<file path="config.mk">
export PLATFORM = sky130hd
export DESIGN_NAME = tetris_key_action_flat
export DESIGN_NICKNAME = d
export VERILOG_FILES = /design/src/rtl/tetris_key_action_if.sv /design/src/rtl/tetris_key_action.sv /design/src/flat_wrapper.sv
export SDC_FILE = /design/constraint.sdc
export NUM_CORES = 1
export LEC_CHECK = 0
export CORE_MARGIN = 1.5
export CORE_UTILIZATION = 49
export CTS_CLUSTER_DIAMETER = 40
export DETAILED_ROUTE_END_ITERATION = 16
export HOLD_SLACK_MARGIN = 0.08
export PLACE_DENSITY = 0.69
export SLEW_MARGIN = 20
export SYNTH_ARGS = -nofsm -noshare
export SYNTH_HDL_FRONTEND = slang
export SYNTH_SLANG_ARGS = --single-unit
</file>
<file path="constraint.sdc">
create_clock -name clk -period 2.55 [get_ports clk]
set_input_delay 0.765 -clock clk [delete_from_list [all_inputs] [get_ports clk]]
set_output_delay 0.765 -clock clk [all_outputs]
set_load 0.02 [all_outputs]
</file>
<file path="src/rtl/tetris_key_action_if.sv">
// Key-slot inputs from the PS/2 decoder and game-action outputs.
// master: keyboard side, slave: tetris_key_action.
interface tetris_key_action_if;
   logic       key1_on;
   logic [7:0] key1_code;
   logic       key2_on;
   logic [7:0] key2_code;
   logic       key3_on;
   logic [7:0] key3_code;
   logic       act_start;
   logic       act_left;
   logic       act_right;
   logic       act_rot_cw;
   logic       act_rot_ccw;
   logic       act_soft_drop;
   logic       act_hard_drop;
   logic       act_hold;
   logic       down_held;

   modport master (
      output key1_on, key1_code, key2_on, key2_code,
      output key3_on, key3_code,
      input  act_start, act_left, act_right, act_rot_cw,
      input  act_rot_ccw, act_soft_drop, act_hard_drop,
      input  act_hold, down_held
   );

   modport slave (
      input  key1_on, key1_code, key2_on, key2_code,
      input  key3_on, key3_code,
      output act_start, act_left, act_right, act_rot_cw,
      output act_rot_ccw, act_soft_drop, act_hard_drop,
      output act_hold, down_held
   );
endinterface

</file>
<file path="src/rtl/tetris_key_action.sv">
// Key slots -> game-action strobes with sync, filter, DAS and ARR.
// Ports: clk, rst (async active-low), kif (slave: keys in, acts out).
module tetris_key_action #(
   parameter int unsigned DAS_CYCLES = 8000000,
   parameter int unsigned ARR_CYCLES = 2500000,
   parameter int unsigned CNT_W      = 24
) (
   input logic                clk,
   input logic                rst,
   tetris_key_action_if.slave kif
);
   typedef struct packed {
      logic       on;
      logic [7:0] code;
   } key_t;

   typedef enum logic [1:0] {
      S_IDLE, S_DAS, S_REPEAT, S_HELD
   } st_e;

   localparam key_t KEY_OFF = '{on: 1'b0, code: 8'hF0};
   localparam logic [CNT_W-1:0] DAS_LD = CNT_W'(DAS_CYCLES - 1);
   localparam logic [CNT_W-1:0] ARR_LD = CNT_W'(ARR_CYCLES - 1);

   function automatic logic code_ok(input int unsigned s,
                                    input logic [7:0] c);
      logic ok;
      ok = 1'b0;
      case (s)
         0: ok = (c == 8'h5A) || (c == 8'h6B) || (c == 8'h74);
         1: ok = (c == 8'h75) || (c == 8'h1A) || (c == 8'h22);
         default: ok = (c == 8'h72) || (c == 8'h12) ||
                       (c == 8'h21) || (c == 8'h29);
      endcase
      return ok;
   endfunction

   function automatic logic code_rep(input logic [7:0] c);
      return (c == 8'h6B) || (c == 8'h74) || (c == 8'h72);
   endfunction

   key_t       in_w [3];
   logic [7:0] fcode_w [3];
   logic [2:0] fire_w;
   logic       dn_w;
   logic [7:0] act_d, act_q;
   logic       dn_d, dn_q;

   assign in_w[0] = {kif.key1_on, kif.key1_code};
   assign in_w[1] = {kif.key2_on, kif.key2_code};
   assign in_w[2] = {kif.key3_on, kif.key3_code};

   for (genvar i = 0; i < 3; i++) begin : g_slot
      key_t s1_q, s2_q, s3_q, f_q;
      key_t s1_d, s2_d, s3_d, f_d;
      st_e  st_q, st_d;
      logic [CNT_W-1:0] cnt_q, cnt_d;
      logic [7:0] code_q, code_d;
      logic act, newp, rep, fire;

      // f only moves once two consecutive samples agree, so a
      // multi-bit change caught mid-flight never reaches the FSM.
      always_comb begin
         s1_d = in_w[i];
         s2_d = s1_q;
         s3_d = s2_q;
         f_d  = (s2_q == s3_q) ? s2_q : f_q;
      end

      always_ff @(posedge clk or negedge rst) begin
         if (!rst) begin
            s1_q <= KEY_OFF;
            s2_q <= KEY_OFF;
            s3_q <= KEY_OFF;
            f_q  <= KEY_OFF;
         end else begin
            s1_q <= s1_d;
            s2_q <= s2_d;
            s3_q <= s3_d;
            f_q  <= f_d;
         end
      end

      always_comb begin
         act  = f_q.on && code_ok(i, f_q.code);
         rep  = (st_q == S_DAS) || (st_q == S_REPEAT);
         // A different code while still held counts as a new press.
         newp = act && ((st_q == S_IDLE) || (f_q.code != code_q));
      end

      always_ff @(posedge clk or negedge rst) begin
         if (!rst) begin
            st_q   <= S_IDLE;
            cnt_q  <= '0;
            code_q <= 8'hF0;
         end else begin
            st_q   <= st_d;
            cnt_q  <= cnt_d;
            code_q <= code_d;
         end
      end

      always_comb begin
         st_d   = st_q;
         cnt_d  = cnt_q;
         code_d = code_q;
         if (!act) begin
            st_d   = S_IDLE;
            cnt_d  = '0;
            code_d = 8'hF0;
         end else if (newp) begin
            st_d   = code_rep(f_q.code) ? S_DAS : S_HELD;
            cnt_d  = DAS_LD;
            code_d = f_q.code;
         end else if (rep) begin
            if (cnt_q == '0) begin
               st_d  = S_REPEAT;
               cnt_d = ARR_LD;
            end else begin
               cnt_d = cnt_q - CNT_W'(1);
            end
         end
      end

      // Release wins over a due repeat because act gates everything.
      always_comb begin
         fire = act && (newp || (rep && (cnt_q == '0)));
      end

      assign fire_w[i]  = fire;
      assign fcode_w[i] = f_q.code;

      if (i == 2) begin : g_dn
         assign dn_w = (st_d == S_DAS) || (st_d == S_REPEAT);
      end
   end

   always_comb begin
      act_d[0] = fire_w[0] && (fcode_w[0] == 8'h5A);
      act_d[1] = fire_w[0] && (fcode_w[0] == 8'h6B);
      act_d[2] = fire_w[0] && (fcode_w[0] == 8'h74);
      act_d[3] = fire_w[1] && ((fcode_w[1] == 8'h75) ||
                               (fcode_w[1] == 8'h22));
      act_d[4] = fire_w[1] && (fcode_w[1] == 8'h1A);
      act_d[5] = fire_w[2] && (fcode_w[2] == 8'h72);
      act_d[6] = fire_w[2] && (fcode_w[2] == 8'h29);
      act_d[7] = fire_w[2] && ((fcode_w[2] == 8'h12) ||
                               (fcode_w[2] == 8'h21));
      dn_d     = dn_w;
   end

   always_ff @(posedge clk or negedge rst) begin
      if (!rst) begin
         act_q <= '0;
         dn_q  <= 1'b0;
      end else begin
         act_q <= act_d;
         dn_q  <= dn_d;
      end
   end

   assign kif.act_start     = act_q[0];
   assign kif.act_left      = act_q[1];
   assign kif.act_right     = act_q[2];
   assign kif.act_rot_cw    = act_q[3];
   assign kif.act_rot_ccw   = act_q[4];
   assign kif.act_soft_drop = act_q[5];
   assign kif.act_hard_drop = act_q[6];
   assign kif.act_hold      = act_q[7];
   assign kif.down_held     = dn_q;
endmodule

</file>
<file path="src/flat_wrapper.sv">
// flat-port wrapper written by rule: the top's interface ports become plain ports
module tetris_key_action_flat 
#(
   parameter int unsigned DAS_CYCLES = 8000000,
   parameter int unsigned ARR_CYCLES = 2500000,
   parameter int unsigned CNT_W      = 24
)
  (clk, rst, kif_key1_on, kif_key1_code, kif_key2_on, kif_key2_code, kif_key3_on, kif_key3_code, kif_act_start, kif_act_left, kif_act_right, kif_act_rot_cw, kif_act_rot_ccw, kif_act_soft_drop, kif_act_hard_drop, kif_act_hold, kif_down_held);
  tetris_key_action_if kif_i ();
  input logic clk;
  input logic rst;
  input wire logic [$bits(kif_i.key1_on)-1:0] kif_key1_on;
  input wire logic [$bits(kif_i.key1_code)-1:0] kif_key1_code;
  input wire logic [$bits(kif_i.key2_on)-1:0] kif_key2_on;
  input wire logic [$bits(kif_i.key2_code)-1:0] kif_key2_code;
  input wire logic [$bits(kif_i.key3_on)-1:0] kif_key3_on;
  input wire logic [$bits(kif_i.key3_code)-1:0] kif_key3_code;
  output wire logic [$bits(kif_i.act_start)-1:0] kif_act_start;
  output wire logic [$bits(kif_i.act_left)-1:0] kif_act_left;
  output wire logic [$bits(kif_i.act_right)-1:0] kif_act_right;
  output wire logic [$bits(kif_i.act_rot_cw)-1:0] kif_act_rot_cw;
  output wire logic [$bits(kif_i.act_rot_ccw)-1:0] kif_act_rot_ccw;
  output wire logic [$bits(kif_i.act_soft_drop)-1:0] kif_act_soft_drop;
  output wire logic [$bits(kif_i.act_hard_drop)-1:0] kif_act_hard_drop;
  output wire logic [$bits(kif_i.act_hold)-1:0] kif_act_hold;
  output wire logic [$bits(kif_i.down_held)-1:0] kif_down_held;
  assign kif_i.key1_on = kif_key1_on;
  assign kif_i.key1_code = kif_key1_code;
  assign kif_i.key2_on = kif_key2_on;
  assign kif_i.key2_code = kif_key2_code;
  assign kif_i.key3_on = kif_key3_on;
  assign kif_i.key3_code = kif_key3_code;
  assign kif_act_start = kif_i.act_start;
  assign kif_act_left = kif_i.act_left;
  assign kif_act_right = kif_i.act_right;
  assign kif_act_rot_cw = kif_i.act_rot_cw;
  assign kif_act_rot_ccw = kif_i.act_rot_ccw;
  assign kif_act_soft_drop = kif_i.act_soft_drop;
  assign kif_act_hard_drop = kif_i.act_hard_drop;
  assign kif_act_hold = kif_i.act_hold;
  assign kif_down_held = kif_i.down_held;
  tetris_key_action #(.DAS_CYCLES(DAS_CYCLES), .ARR_CYCLES(ARR_CYCLES), .CNT_W(CNT_W)) u_core (.clk(clk), .rst(rst), .kif(kif_i));
endmodule
</file>
==> flow_summary.json, run 1 <==
{
  "grt_usage_pct": 19.80,
  "fin_area_um2": 11640,
  "rsz0062_at_grt": "false",
  "drv_cap": 0,
  "worstMarginPinSlew_ns": 0.6046,
  "die_area_um2": 20180,
  "r2r_start": "u_core.g_slot[0].cnt_q[0]$_DFFE_PN0P_",
  "ys_top_cells_by_area": "dfrtp_1 (42%), dfstp_2 (17%), xor2_1 (4.1%), mux2_2 (3.0%), a21oi_1 (2.9%)",
  "cts_buffers": 34,
  "synth_edf_count": 0,
  "internal_power_mw": 6.691,
  "post_synth_num_cell_types": 64,
  "leakage_nw": 5.168,
  "routed_wl_mm": 18.66,
  "cp_cell_sequence": "inv_1 -> ha_1 -> or3b_1 -> or3_1 -> nor4_1 -> o21ai_0 -> nand2_1 -> a31oi_1",
  "hold_class": "input pin to asynchronous set/reset pin",
  "status": "complete, no violations",
  "seq_area_frac_synth_pct": 58.64,
  "hpwl_mm": 12.46,
  "antenna_found_initial": 0,
  "start_util_pct": 50.31,
  "fin_cells": 1230,
  "setup_tns_ns": 0,
  "via_per_inst": 5.476,
  "grt_max_degree": 76,
  "drt_pass1_iterations": 4,
  "ys.flop_type": "dfrtp_1",
  "area_growth_pct": 22.90,
  "finalMaxSlewViolations": 0,
  "via_count": 6735,
  "syn_avg_cell_area_um2": 11.15,
  "synthArstFlopShare_pct": 100.0,
  "cp_slowest_cell": "or3b_1",
  "crit_type": "register to register",
  "power_mw": 8.533,
  "die_h_um": 142.1,
  "powerDensity_nw_per_um2": 732.8,
  "hold_slack_ns": 0.2518,
  "drc": 0,
  "ys_ff_latch": 219,
  "fin_ws_ns": 0.09508,
  "synth_warnings": 0,
  "num-nets-final": 982,
  "worstPathArrival_ns": 2.82,
  "antenna_cells": 0,
  "fin_util_pct": 61.83,
  "r2r-end": "u_core.g_slot[0].cnt_q[12]$_DFFE_PN0P_",
  "fp.dieW_um": 142.1,
  "syn_inst": 850,
  "setup_viol": 0,
  "h-tree-depth": 2,
  "yosys.area.top_type": "dfrtp_1",
  "num_rows": 50,
  "coreArea_um2": 18830,
  "grt_pass1_wl_mm": 32.44,
  "cp_max_fo": 7,
  "drt-initial-drc-count": 397,
  "critPathMaxStageDelay_ns": 0.50,
  "postRouteAntennaNets": 0,
  "relSlewSlack_pct": 59.69,
  "p_switching_mw": 1.842,
  "avgRoutedWirePerCell_um": 15.17,
  "yosys.area.top_type_share_pct": 42.00,
  "clk_latency_ns": 0.50,
  "cts_setup_buffers": 0,
  "critPathRequiredTime_ns": 2.92,
  "ios": 38,
  "finalHoldViolCount": 0,
  "min_period_ns": 2.455,
  "combPwrFrac_pct": 3.8,
  "ir_drop_mv": 0.5828,
  "critPathCaptureType": "register",
  "hold_buffers": 0,
  "cts_resized": 0,
  "max_freq_ghz": 0.4073,
  "syn_area_um2": 9474,
  "startpoint_type": "register",
  "path_clk_slew_ns": 0.05,
  "crit_buf_inv": 1,
  "grt-ovfl-total": 0,
  "switching_share_pct": 21.59,
  "placed_area_um2": 10500,
  "grt_pass1_vias": 6691,
  "final.setup_skew_ns": 0.02408,
  "placedCellCount": 1169,
  "port_buffers": 37,
  "cts_buffer_depth": 3,
  "root_buffer": "clkbuf_16",
  "period_share_pct": 96.27,
  "rr_worst_depth": 8,
  "pwr-share-clk_pct": 52.6,
  "syn_nets": 887,
  "seqPwrFrac_pct": 43.6,
  "cts.sinks": 219,
  "cts_tree": "built",
  "crit_family": "simple AND/OR/NAND/NOR gates",
  "gp_congestion": 0.8422,
  "dp_slack_ns": 0.03110,
  "r2r_slack_ns": 0.1,
  "drive_above_1_share_pct": 22.16
}
state kept, by name (all words and copies together), names as in the netlist:
name	cells
u_core.g_slot.st_q	6
u_core.kif.down_held	1
u_core.g_slot.f_q	3
u_core.g_slot.cnt_q	72
u_core.g_slot.s3_q	27
u_core.g_slot.s1_q	27
u_core.act_q	8
u_core.g_slot.s2_q	27
u_core.g_slot.code_q	24
u_core.fcode_w	24
worst max-delay path by stage:
stage / from / to / cells after the start
2_1_floorplan: u_core.g_slot[2].cnt_q[5]$_DFFE_PN0P_ / u_core.g_slot[2].cnt_q[13]$_DFFE_PN0P_ / 8
3_3_place_gp: u_core.g_slot[2].cnt_q[5]$_DFFE_PN0P_ / u_core.g_slot[2].cnt_q[13]$_DFFE_PN0P_ / 6
3_5_place_dp: u_core.g_slot[2].cnt_q[5]$_DFFE_PN0P_ / u_core.g_slot[2].cnt_q[13]$_DFFE_PN0P_ / 6
4_1_cts: u_core.g_slot[2].cnt_q[7]$_DFFE_PN0P_ / u_core.g_slot[2].cnt_q[13]$_DFFE_PN0P_ / 6
5_1_grt: u_core.g_slot[0].cnt_q[0]$_DFFE_PN0P_ / u_core.g_slot[0].cnt_q[12]$_DFFE_PN0P_ / 8
6_report: u_core.g_slot[0].cnt_q[0]$_DFFE_PN0P_ / u_core.g_slot[0].cnt_q[12]$_DFFE_PN0P_ / 8
per-layer routing:
metal,up-vias,global-route usage [%],wire (um),share of wire (%)
li1,3232,-,-,-
met1,3345,27.44,8798,47
met2,126,31.66,8721,47
met3,32,4.240,805,4.3
met4,0,5.643,330,1.8
met5,-,0,0,0
synthesized netlist by cell type, drive strengths merged, types with 5 or more instances:
| cell | n |
|---|---|
| dfrtp | 159 |
| nand2b | 18 |
| buf | 5 |
| nor4 | 30 |
| or3 | 19 |
| o21ai | 41 |
| ha | 8 |
| inv | 23 |
| nand3 | 31 |
| mux2 | 25 |
| o22ai | 7 |
| and3 | 6 |
| a31oi | 15 |
| nor3 | 39 |
| xnor2 | 25 |
| nand3b | 8 |
| xor2 | 44 |
| mux2i | 5 |
| a21oi | 55 |
| nor2 | 63 |
| clkbuf | 28 |
| o21a | 9 |
| or3b | 6 |
| nand4 | 9 |
| or2 | 6 |
| or4 | 7 |
| nand2 | 40 |
| dfstp | 60 |
| o31ai | 13 |
power groups by stage:
stage          sequential, mW  combinational [mW]  clock [mW]
2_1_floorplan            3.74               0.169           0
3_3_place_gp             3.77               0.328           0
3_5_place_dp             3.77               0.332           0
4_1_cts                  3.72               0.335        4.58
5_1_grt                  3.73               0.370        4.76
6_report                 3.72               0.327        4.49
area by class of cell:
class,instances,area [um2]
clock buffers,46,935.9
clock inverters,15,190.2
fillers,1496,7187
inverters,23,86.33
multi-input cells,575,3712
flip-flops and latches,219,5555
well taps,260,325.3
repair buffers,92,838.3
cells in the final DEF, fill, tap and decap left out, types with 6 or more instances in the layout:
| cell type | netlist | final |
|---|---|---|
| xnor2_1 | 25 | 25 |
| o31ai_1 | 12 | 12 |
| nand2_1 | 40 | 40 |
| o21a_1 | 9 | 9 |
| nand4_1 | 9 | 9 |
| nand2b_1 | 18 | 18 |
| nand3_1 | 31 | 31 |
| ha_1 | 8 | 8 |
| inv_1 | 23 | 23 |
| xor2_1 | 44 | 44 |
| and3_1 | 6 | 6 |
| or3_1 | 19 | 18 |
| nor4_1 | 27 | 26 |
| buf_4 | 0 | 51 |
| nor2_1 | 63 | 63 |
| o21ai_0 | 36 | 35 |
| a31oi_1 | 15 | 15 |
| nor3_1 | 39 | 38 |
| clkdlybuf4s50_1 | 0 | 36 |
| a21oi_1 | 54 | 54 |
| mux2_2 | 25 | 25 |
| nand3b_1 | 8 | 8 |
| dfrtp_1 | 159 | 159 |
| dfstp_2 | 60 | 60 |
| o22ai_1 | 7 | 7 |
| clkbuf_1 | 28 | 8 |
| clkbuf_16 | 0 | 34 |
logic make-up after synthesis:
logic type | after synthesis | synth area share [%]
compound gates | 167 | 10.88
xor+xnor | 69 | 6.379
fa+ha+maj | 8 | 1.057
buf+inv | 56 | 2.390
flops | 219 | 58.64
mux | 30 | 3.500
other cells | 2 | 0.07927
simple gates | 299 | 17.08
No activity file was read; power rests on OpenSTA's default activity.
==> run 2: changes to the inputs <==
CORE_ASPECT_RATIO = 1.2   (was not set)
CTS_BUF_LIST = sky130_fd_sc_hd__clkbuf_8 sky130_fd_sc_hd__clkbuf_16   (was not set)
==> run 2 against run 1 <==
Via count down 1.6%. Sequential power about the same. Critical path type unchanged. Worst hold slack worse by 0.14 ns. Count of clock-buffer cells in the layout is 17 lower.
==> flow_summary.json, run 2 (synthesis results as in run 1) <==
{
  "pwr-share-clk_pct": 50.6,
  "drt_pass1_iterations": 5,
  "drc": 0,
  "root_buffer": "clkbuf_16",
  "seqPwrFrac_pct": 45.5,
  "start_util_pct": 50.06,
  "clk_latency_ns": 0.54,
  "internal_power_mw": 6.249,
  "min_period_ns": 2.440,
  "startpoint_type": "register",
  "status": "complete, no violations",
  "ir_drop_mv": 0.6428,
  "critPathCaptureType": "register",
  "finalMaxSlewViolations": 0,
  "largest_register_ffs": 72,
  "antenna_cells": 0,
  "combPwrFrac_pct": 4.0,
  "die_area_um2": 20180,
  "grt_max_degree": 62,
  "final.setup_skew_ns": 0.01116,
  "period_share_pct": 95.68,
  "die_h_um": 155.3,
  "num-nets-final": 973,
  "avgRoutedWirePerCell_um": 15.07,
  "p_switching_mw": 1.917,
  "h-tree-depth": 1,
  "rsz0062_at_grt": "false",
  "crit_type": "register to register",
  "coreArea_um2": 18920,
  "fp.dieW_um": 129.9,
  "r2r-end": "u_core.g_slot[2].cnt_q[13]$_DFFE_PN0P_",
  "cts_buffers": 29,
  "max_freq_ghz": 0.4099,
  "hpwl_mm": 12.49,
  "via_count": 6626,
  "grt-ovfl-total": 0,
  "ios": 38,
  "area_growth_pct": 21.39,
  "gp_congestion": 0.8261,
  "rr_worst_depth": 6,
  "grt_pass1_vias": 6712,
  "cp_max_fo": 8,
  "largest_register": "u_core.g_slot.cnt_q",
  "r2r_slack_ns": 0.11,
  "cts_buffer_depth": 3,
  "final_cell_mix": "dfrtp_1 (159), nor2_1 (63), dfstp_2 (60)",
  "via_per_inst": 5.453,
  "postRouteAntennaNets": 0,
  "powerDensity_nw_per_um2": 710.0,
  "setup_tns_ns": 0,
  "routed_wl_mm": 18.31,
  "grt_pass1_wl_mm": 31.80,
  "hold_class": "input pin to asynchronous set/reset pin",
  "critPathRequiredTime_ns": 3.00,
  "path_clk_slew_ns": 0.06,
  "r2r_start": "u_core.g_slot[2].cnt_q[5]$_DFFE_PN0P_",
  "antenna_found_initial": 0,
  "relSlewSlack_pct": 56.16,
  "fin_util_pct": 60.77,
  "drt-initial-drc-count": 463,
  "cts_tree": "built",
  "grt_usage_pct": 19.21,
  "fillCellCount": 1553,
  "drive_above_1_share_pct": 22.11,
  "worstMarginPinSlew_ns": 0.6547,
  "drv_cap": 0,
  "worstPathArrival_ns": 2.89,
  "leakage_nw": 5.116,
  "dp_slack_ns": 0.03706,
  "fin_ws_ns": 0.1102,
  "switching_share_pct": 23.47,
  "mostFrequentLayoutCell": "dfrtp_1",
  "port_buffers": 37,
  "finalHoldViolCount": 0,
  "num_rows": 55,
  "cts.sinks": 219,
  "setup_viol": 0
}
## run 2: power groups by stage
| stage | Combinational (mW) | Clock, mW | Sequential (mW) |
|---|---|---|---|
| after floorplan | 0.169 | 0 | 3.74 |
| after global routing | 0.367 | 4.39 | 3.73 |
| after CTS | 0.332 | 4.23 | 3.71 |
| final | 0.325 | 4.13 | 3.71 |
| after detailed placement | 0.330 | 0 | 3.77 |
| after global placement | 0.324 | 0 | 3.77 |
## run 2: how the worst max path moves through the flow
stage	start	end	slack (ns)	depth (start not counted)
2_1_floorplan	u_core.g_slot[2].cnt_q[5]$_DFFE_PN0P_	u_core.g_slot[2].cnt_q[13]$_DFFE_PN0P_	0.02	8
5_1_grt	u_core.g_slot[1].cnt_q[18]$_DFFE_PN0P_	u_core.g_slot[1].cnt_q[8]$_DFFE_PN0P_	0.001	7
6_report	u_core.g_slot[2].cnt_q[5]$_DFFE_PN0P_	u_core.g_slot[2].cnt_q[13]$_DFFE_PN0P_	0.11	6
4_1_cts	u_core.g_slot[2].cnt_q[5]$_DFFE_PN0P_	u_core.g_slot[2].cnt_q[13]$_DFFE_PN0P_	0.03	6
3_5_place_dp	u_core.g_slot[2].cnt_q[5]$_DFFE_PN0P_	u_core.g_slot[2].cnt_q[13]$_DFFE_PN0P_	0.04	6
3_3_place_gp	u_core.g_slot[2].cnt_q[5]$_DFFE_PN0P_	u_core.g_slot[2].cnt_q[13]$_DFFE_PN0P_	0.07	6
## run 2: repair_timing
action,in CTS,in global routing
hold buffers,0,0
gates resized for setup,0,7
buffers inserted,0,0
setup endpoints to repair,0,22
## run 2: layout make-up
cell class                 count  area [um2]  area share [%]
inverter                      23       86.33          0.7507
tap                          256       320.3           2.785
timing repair buffer          88       795.8           6.919
clock inverter                25       281.5           2.448
multi-input combinational    575        3736           32.48
clock buffer                  29       725.7           6.310
sequential                   219        5555           48.30
## run 2: worst max-delay path, cell delays in order (launching register included)
cell	delay [ns]
dfrtp_1	0.38
or4_4	0.56
or3_4	0.39
or4_4	0.62
o31ai_4	0.09
a21oi_2	0.08
a311oi_2	0.23
## run 2: stage by stage
stage / instance area, um2 / total power, mW / std cells / hold slack, ns
6_report: 11500 / 8.166 / 1215 / 0.1167
3_3_place_gp: 10450 / 4.093 / 1161 / 0.3326
3_5_place_dp: 10450 / 4.103 / 1161 / 0.3347
5_1_grt: 11500 / 8.484 / 1215 / 0.1331
4_1_cts: 11460 / 8.276 / 1215 / 0.1201
2_1_floorplan: 9474 / 3.911 / 850 / 0.3312
## run 2: per-layer routing
layer	vias up	global-route usage [%]	share of wire, %
met1	3268	25.77	44
met3	35	3.301	3.8
met5	-	0	0
met4	0	5.450	2.0
li1	3213	-	-
met2	110	32.15	50
==> run 3: changes to the inputs <==
SKIP_CTS_REPAIR_TIMING = 1   (was not set)
==> results of run 3 <==
Same layout as run 2: the final DEF is identical, and so are final timing and power.
